### src/rtl/branch_target_buffer.sv
// Direct-mapped branch target buffer with a 1-bit taken flag per entry.
// Lookup is combinational; training and invalidation are registered.
module branch_target_buffer #(
  parameter int unsigned ENTRIES = 16,
  parameter int unsigned TAG_W   = 6
) (
  input  logic        clk,
  input  logic        rst,
  input  logic [31:0] lk_pc,
  output logic        lk_hit,
  output logic        lk_taken,
  output logic [31:0] lk_next_pc,
  input  logic        upd_en,
  input  logic [31:0] upd_pc,
  input  logic        upd_taken,
  input  logic [31:0] upd_target,
  input  logic        flush_req,
  output logic        busy
);

  localparam int unsigned IDX_W = $clog2(ENTRIES);

  typedef enum logic {StIdle, StFlush} state_e;

  state_e             state_q, state_d;
  logic [IDX_W-1:0]   cnt_q, cnt_d;

  logic               valid_q  [ENTRIES];
  logic [TAG_W-1:0]   tag_q    [ENTRIES];
  logic [31:0]        target_q [ENTRIES];
  logic               taken_q  [ENTRIES];

  logic [IDX_W-1:0]   lk_idx, upd_idx;
  logic [TAG_W-1:0]   lk_tag, upd_tag;
  logic               upd_hit;
  logic               wr_alloc, wr_not_taken, clr_valid;

  // Low two bits and bits above the tag take no part in indexing or tagging.
  logic               unused_upd_bits;
  assign unused_upd_bits = ^{upd_pc[31:IDX_W+TAG_W+2], upd_pc[1:0]};

  assign lk_idx  = lk_pc[IDX_W+1:2];
  assign lk_tag  = lk_pc[IDX_W+TAG_W+1:IDX_W+2];
  assign upd_idx = upd_pc[IDX_W+1:2];
  assign upd_tag = upd_pc[IDX_W+TAG_W+1:IDX_W+2];

  assign busy    = (state_q == StFlush);
  assign upd_hit = valid_q[upd_idx] && (tag_q[upd_idx] == upd_tag);

  // Lookup: lookups always miss while the invalidate sequence runs.
  always_comb begin
    lk_hit     = valid_q[lk_idx] && (tag_q[lk_idx] == lk_tag) && !busy;
    lk_taken   = lk_hit && taken_q[lk_idx];
    lk_next_pc = lk_taken ? target_q[lk_idx] : lk_pc + 32'd4;
  end

  // Next-state and table write decode; flush request beats a same-cycle update.
  always_comb begin
    state_d      = state_q;
    cnt_d        = cnt_q;
    wr_alloc     = 1'b0;
    wr_not_taken = 1'b0;
    clr_valid    = 1'b0;
    unique case (state_q)
      StIdle: begin
        if (flush_req) begin
          state_d = StFlush;
          cnt_d   = '0;
        end else if (upd_en) begin
          if (upd_taken) begin
            wr_alloc = 1'b1;
          end else if (upd_hit) begin
            wr_not_taken = 1'b1;
          end
        end
      end
      StFlush: begin
        clr_valid = 1'b1;
        cnt_d     = cnt_q + 1'b1;
        if (cnt_q == IDX_W'(ENTRIES - 1)) begin
          state_d = StIdle;
        end
      end
      default: state_d = StIdle;
    endcase
  end

  // Sequencer state register.
  always_ff @(posedge clk or posedge rst) begin
    if (rst) begin
      state_q <= StIdle;
      cnt_q   <= '0;
    end else begin
      state_q <= state_d;
      cnt_q   <= cnt_d;
    end
  end

  // Table storage: allocate on taken, clear T on not-taken hit, drop V while flushing.
  always_ff @(posedge clk or posedge rst) begin
    if (rst) begin
      for (int unsigned i = 0; i < ENTRIES; i++) begin
        valid_q[i]  <= 1'b0;
        tag_q[i]    <= '0;
        target_q[i] <= '0;
        taken_q[i]  <= 1'b0;
      end
    end else begin
      if (wr_alloc) begin
        valid_q[upd_idx]  <= 1'b1;
        tag_q[upd_idx]    <= upd_tag;
        target_q[upd_idx] <= upd_target;
        taken_q[upd_idx]  <= 1'b1;
      end
      if (wr_not_taken) begin
        taken_q[upd_idx] <= 1'b0;
      end
      if (clr_valid) begin
        valid_q[cnt_q] <= 1'b0;
      end
    end
  end

endmodule

### config.mk
export PLATFORM = sky130hd
export DESIGN_NAME = branch_target_buffer
export DESIGN_NICKNAME = d
export VERILOG_FILES = /design/src/rtl/branch_target_buffer.sv
export SDC_FILE = /design/constraint.sdc
export NUM_CORES = 2
export LEC_CHECK = 0
export ABC_AREA = 1
export BUFFER_PORTS_ARGS = -buffer_cell sky130_fd_sc_hd__buf_2
export CORE_MARGIN = 4
export CORE_UTILIZATION = 55
export DETAILED_ROUTE_END_ITERATION = 8
export HOLD_SLACK_MARGIN = 0.08
export PLACE_DENSITY_LB_ADDON = 0.25
export SETUP_SLACK_MARGIN = 0.5
export SLEW_MARGIN = 20
export SYNTH_ARGS = -nofsm -noshare
export SYNTH_HDL_FRONTEND = slang
export SYNTH_SLANG_ARGS = --single-unit
export TNS_END_PERCENT = 30
### constraint.sdc
create_clock -name clk -period 17.5 [get_ports clk]
set_input_delay 0.875 -clock clk [delete_from_list [all_inputs] [get_ports clk]]
set_output_delay 0.875 -clock clk [all_outputs]
set_load 0.05 [all_outputs]
Word-level counts from Yosys, hierarchy flattened:

Index checks and enable logic that the tools add are counted.

* register bits after elaboration: 645
* input bits: 101
* output and inout bits: 35
* word-level logic and storage cells: 142

* add/sub/neg operators: 2
* $lt $le $gt $ge: 5
* equal/unequal tests: 4
* multiplexer cells: 48
* bitwise gates (word level): 10
* reduce and logical (&&, ||, !) cells: 7

Operators by type and width (count)
* bitwise mux 512 bit: 1
* binary-select mux 32 bit (select 4 bit): 1
* demux 32 bit (select 4 bit): 1
* two-way mux 32 bit: 4
* bitwise mux 96 bit: 1
* two-way mux 16 bit: 4
* binary-select mux 6 bit (select 4 bit): 2
* adder 32 x 3 -> 32 bit (second input constant): 1
* AND 16 bit: 2
* inverter 16 bit: 2
* bitwise OR 16 bit: 2
* two-way mux 6 bit: 5
* demux 6 bit (select 4 bit): 1
* two-way mux 1 bit: 20
* >= comparator 5 bit (second input constant): 3
* inverter 4 -> 5 bit: 3
* binary-select mux 1 bit (select 4 bit): 3
* equality test 6 bit: 2
* less-than comparator 5 x 1 -> 1 bit (second input constant): 2
* demux 1 bit (select 4 bit): 2
* one-hot mux 4 bit (2 select lines): 1
* logical AND 1 bit: 6
* adder 4 x 1 -> 4 bit (second input constant): 1
* equality test 4 bit (second input constant): 1
* other kinds (5): 5

Longest topological paths before layout:

* word-level depth: 12
* gate-level depth with buffers: 18
* mapped depth without buffers: 16

Worst setup path before layout:

No wires, ideal clock.

* path kind: input to output
* start: in lk_pc[4]
* end: out lk_next_pc[22]
* arrival time: 2679 ps
* data required time: 16625 ps
* setup slack: 13946 ps
* stages on the path: 16
* buffers on the path: 3
* path through: buf_4 -> inv_2 -> nand2_1 -> inv_2 -> buf_4 -> nand2_1 -> nand2_1 -> clkinv_1 -> nand2_1 -> nand2_1 -> nand2_1 -> nand3_1 -> nor2_4 -> buf_4 -> nand3_1 -> nand2_1

* word-level cells in the longest chain between the ends: 9
* elaborated cells between the ends (all ways): 19
* those cells by class: add/sub: 1; eq/ne: 1; mux: 13; bitwise: 1; reduce/logical: 3

RTL lines
* from (decl): line 9 `input logic [31:0] lk_pc,`
* inverter 4 -> 5 bit (not written as such) *: line 52 `lk_hit = valid_q[lk_idx] && (tag_q[lk_idx] == lk_tag) && !busy;`
* binary-select mux 6 bit (select 4 bit): line 52
* two-way mux 6 bit (not written as such) (2 in a row): line 52
* equality test 6 bit: line 52
* logical AND 1 bit * (2 in a row): line 52
* named net lk_hit: line 10 `output logic lk_hit,`
* logical AND 1 bit *: line 53 `lk_taken = lk_hit && taken_q[lk_idx];`
* two-way mux 32 bit *: line 54 `lk_next_pc = lk_taken ? target_q[lk_idx] : lk_pc + 32'd4;`
* to (decl): line 12 `output logic [31:0] lk_next_pc,`

Mark *: on every way through the listed nets, which the timed path passes. The rest lies on a longest branch. The select of a mux whose other input is x is not followed.

Worst setup path after layout:

* start: in lk_pc[4]
* end: out lk_next_pc[26]

* word-level cells in the longest chain between the ends: 9
* elaborated cells between the ends (all ways): 19
* those cells by class: add/sub: 1; eq/ne: 1; mux: 13; bitwise: 1; reduce/logical: 3

RTL lines (line)
* inverter 4 -> 5 bit (not written as such): 52, 53, 54
* binary-select mux 6 bit (select 4 bit): 52
* two-way mux 6 bit (not written as such) (2 in a row): 52
* equality test 6 bit: 52
* logical AND 1 bit (2 in a row): 52
* logical AND 1 bit: 53
* two-way mux 32 bit *: 54

Mark *: on every way between the ends. The rest lies on a longest branch, timed or not. The select of a mux whose other input is x is not followed.

==> metrics.md <==
| Metric | Value |
|---|---|
| Leading cell type in the layout, fill and taps excluded | nand2_1 |
| Vias per Instance | 6.01 |
| Psw | 994 uW |
| Crit path max-delay cell type | nor2_4 |
| Final Wtd Congestion | 0.869 |
| P&R area growth vs syn | 8.45% |
| PostCTS Resize Cnt | 0 |
| Final net count | 4032 |
| Vias | 28400 |
| Final HPWL DP | 50400 um |
| Vias in the first global route | 25800 |
| Area leader, netlist | dfrtp_1 |
| GRT Util Overall | 32.0% |
| # rows | 87 |
| Critical path class | in -> out |
| Most frequent CP cell | nand2_1 |
| Post-Place Cell Area | 0.0318 sq mm |
| Total CTS buffers | 69 |
| Final cell count without fillers | 4735 |
| Design Area, Final | 0.0341 sq mm |
| Internal power | 2610 uW |
| IO Pins | 136 |
| First-pass GRT wire length | 152000 um |
| Crit end category | primary output |
| TritonCTS clock tree | done |
| CP delay by family, top | buffers and inverters |
| Post-Syn Area | 0.0315 sq mm |
| Final core utilization | 60.4% |
| Post-synthesis mux area share | 0% |
| Drt drc | 0 |
| Largest net degree at the start of global routing | 178 |
| Status | complete, no violations |
| Top cell type's share of synthesized area | 51.3% |
| Tot Pwr | 3600 uW |
| Final slew viol count | 0 |
| Core area | 0.0565 sq mm |
| MaxCap Viol Count | 0 |
| Fillers | 5090 |
| Post-route ant nets | 0 |
| Pwr Density | 105 mW/mm^2 |
| Logic pwr share | 12.7% |
| Grt total ovfl | 0 |
| Pre-antenna DRT Iters | 6 |
| Synthesized-area fraction occupied by adder cells | 0.199% |
| Syn avg cell area | 7.80 sq um |
| Final period util | 36.7% |
| Finish-stage setup viols | 0 |
| Slowest Stage Delay on Critical Path | 0.74 ns |
| Drt wl/cell | 20.8 um |
| Dpl cells | 4611 |
| Worst EP arrival | 5.54 ns |
| Register area share after synthesis | 51.3% |
| Fin crit period | 6.42 ns |
| Sequential share of power | 46.8% |
| Setup Fix Bufs, Post-CTS | 0 |
| Peak VDD IR | 0.0865 mV |
| GRT Max-Usage Layer | met2 |
| Clk_lat worst skew | 0.61 ns |
| GR Util met3 | 6.40% |
| Synth Area in Compound Gates | 18.5% |
| Sw Ratio | 27.6% |
| Distinct cells, synth | 37 |
| Syn_nets | 4141 |
| CTS Hold Bufs | 0 |
| CTS Buffer Depth | 3 |
| RSZ-0062 raised after global routing | false |
| Simple-Gate Fraction of Synth Area | 21.9% |
| Crit-path cells | buf_2 > buf_4 > inv_2 > buf_4 > nand2_1 > inv_2 > buf_4 > nand2_1 > nand2_1 > clkinv_1 > nand3_1 > nand2_1 > nor2_1 > nand2_1 > nor2_4 > nand3_1 > nand2_1 > buf_2 |
| FFs w/ async S/R, synth | 100% |
| GR Layer Usage met1 | 46.6% |
| Die Span Y | 247 um |
| Final hold viol count | 0 |
| CTS root buf | clkbuf_16 |
| Share of layout cells above drive strength 1 | 7.07% |
| Setup TNS | 0 ns |
| Final setup skew | 0.0212 ns |
| Die footprint | 0.0611 sq mm |
| M2 GR Usage | 47.8% |
| Die W | 247 um |
| Post-synth EDFFs | 0 |
| CP max FO | 52 |
| Startpoint types | input pin |
| Clk pwr share | 40.6% |
| Combinational family with the most area after synthesis | simple AND/OR/NAND/NOR gates |
| Hold crit path type | in -> async |
| Port-buffer cells | 113 |
| Largest cells by area after synthesis | dfrtp_1 51%, o21ai_0 14%, nand2_1 14% |
| Leakage | 0.0161 uW |
| Fmax achieved | 0.156 GHz |
| Synth Flop Type | dfrtp_1 |
| Clk sinks | 645 |
| Antenna violations before repair | 2 |
| Routed WL | 98600 um |
| Initial Utilization | 55.7% |
| H-tree depth | 3 |
| Post-Synth XOR/XNOR Area | 0.779% |
| Buffers plus inverters on the worst setup path | 8 |
| Max-slew headroom | 21.3% |
| Worst-path clk slew | 0.06 ns |
| Yosys warnings | 0 |
| Commonest cells after routing, fill and taps aside | 1130 x nand2_1, 910 x o21ai_0, 645 x dfrtp_1 |
| Slew @ Worst Pin | 1.18 ns |
| #FFs+latches synth | 645 |
| DRT iter0 DRCs | 3289 |
| Critical Path RT | 16.62 ns |
| Cells after Synth | 4035 |
## flip-flops by register name, indices dropped and copies added (netlist names)
| signal | flops |
|---|---|
| valid_q | 16 |
| tag_q | 96 |
| taken_q | 16 |
| busy | 1 |
| target_q | 512 |
| cnt_q | 4 |
## cell type report
type	count	area [sq um]	area share, %
Clock inverter	17	194	0.568
Timing Repair Buffer	141	805	2.36
Antenna cell	2	5.00	0.0147
Multi-Input combinational cell	2863	13200	38.7
Sequential cell	645	16100	47.3
Inverter	206	790	2.31
Clock buffer	105	2060	6.02
Tap cell	756	946	2.77
## power groups by stage
stage | combinational (uW) | clock, uW | sequential, uW
final | 456 | 1460 | 1680
after global routing | 514 | 1540 | 1690
after CTS | 449 | 1470 | 1680
after detailed placement | 447 | 0 | 1700
after global placement | 438 | 0 | 1700
after floorplan | 326 | 0 | 1690
## cells in the mapped netlist (all sizes together), types with 9 or more instances
| library cell | count |
|---|---|
| o211ai | 9 |
| buf | 117 |
| nor3 | 13 |
| o221ai | 55 |
| o22ai | 75 |
| a21oi | 29 |
| inv | 201 |
| xor2 | 21 |
| dfrtp | 645 |
| nor2 | 363 |
| nand3 | 193 |
| nand2 | 1149 |
| o21ai | 913 |
| clkbuf | 204 |
| nand4 | 13 |
## cell families after synthesis
group,count (synthesis)
buffers and inverters,527
XOR/XNOR,28
AND/OR/NAND/NOR,1737
flip-flops,645
adder cells (fa/ha/maj),5
AO/OA/AOI/OAI,1093
## path summary, 6_finish.rpt
check | start | endpoint | depth (start not counted) | slack, ns
min reg2reg | target_q[218] | target_q[218] | 2 | 0.48
max | lk_pc[4] | lk_next_pc[26] | 18 | 11.08
max reg2reg | busy | target_q[84] | 6 | 14.58
min in group clk | target_q[218] | target_q[218] | 2 | 0.48
min | rst | target_q[141] | 2 | 0.38
max in group asynchronous | rst | tag_q[4] | 7 | 12.78
## metal layers
| metal | routed length [um] | vias up |
|---|---|---|
| met3 | 10400 | 228 |
| met4 | 3940 | 0 |
| met1 | 41300 | 13800 |
| met5 | 0 | - |
| met2 | 42900 | 1418 |
| li1 | - | 13000 |
## through the flow
step	worst slack (ns)	hold WS, ns
3_3_place_gp	11.36	0.461
5_1_grt	11.00	0.426
6_report	11.08	0.382
4_1_cts	11.34	0.387
3_5_place_dp	11.35	0.468
2_1_floorplan	7.81	0.448
Power figures use the tool's default switching activity.
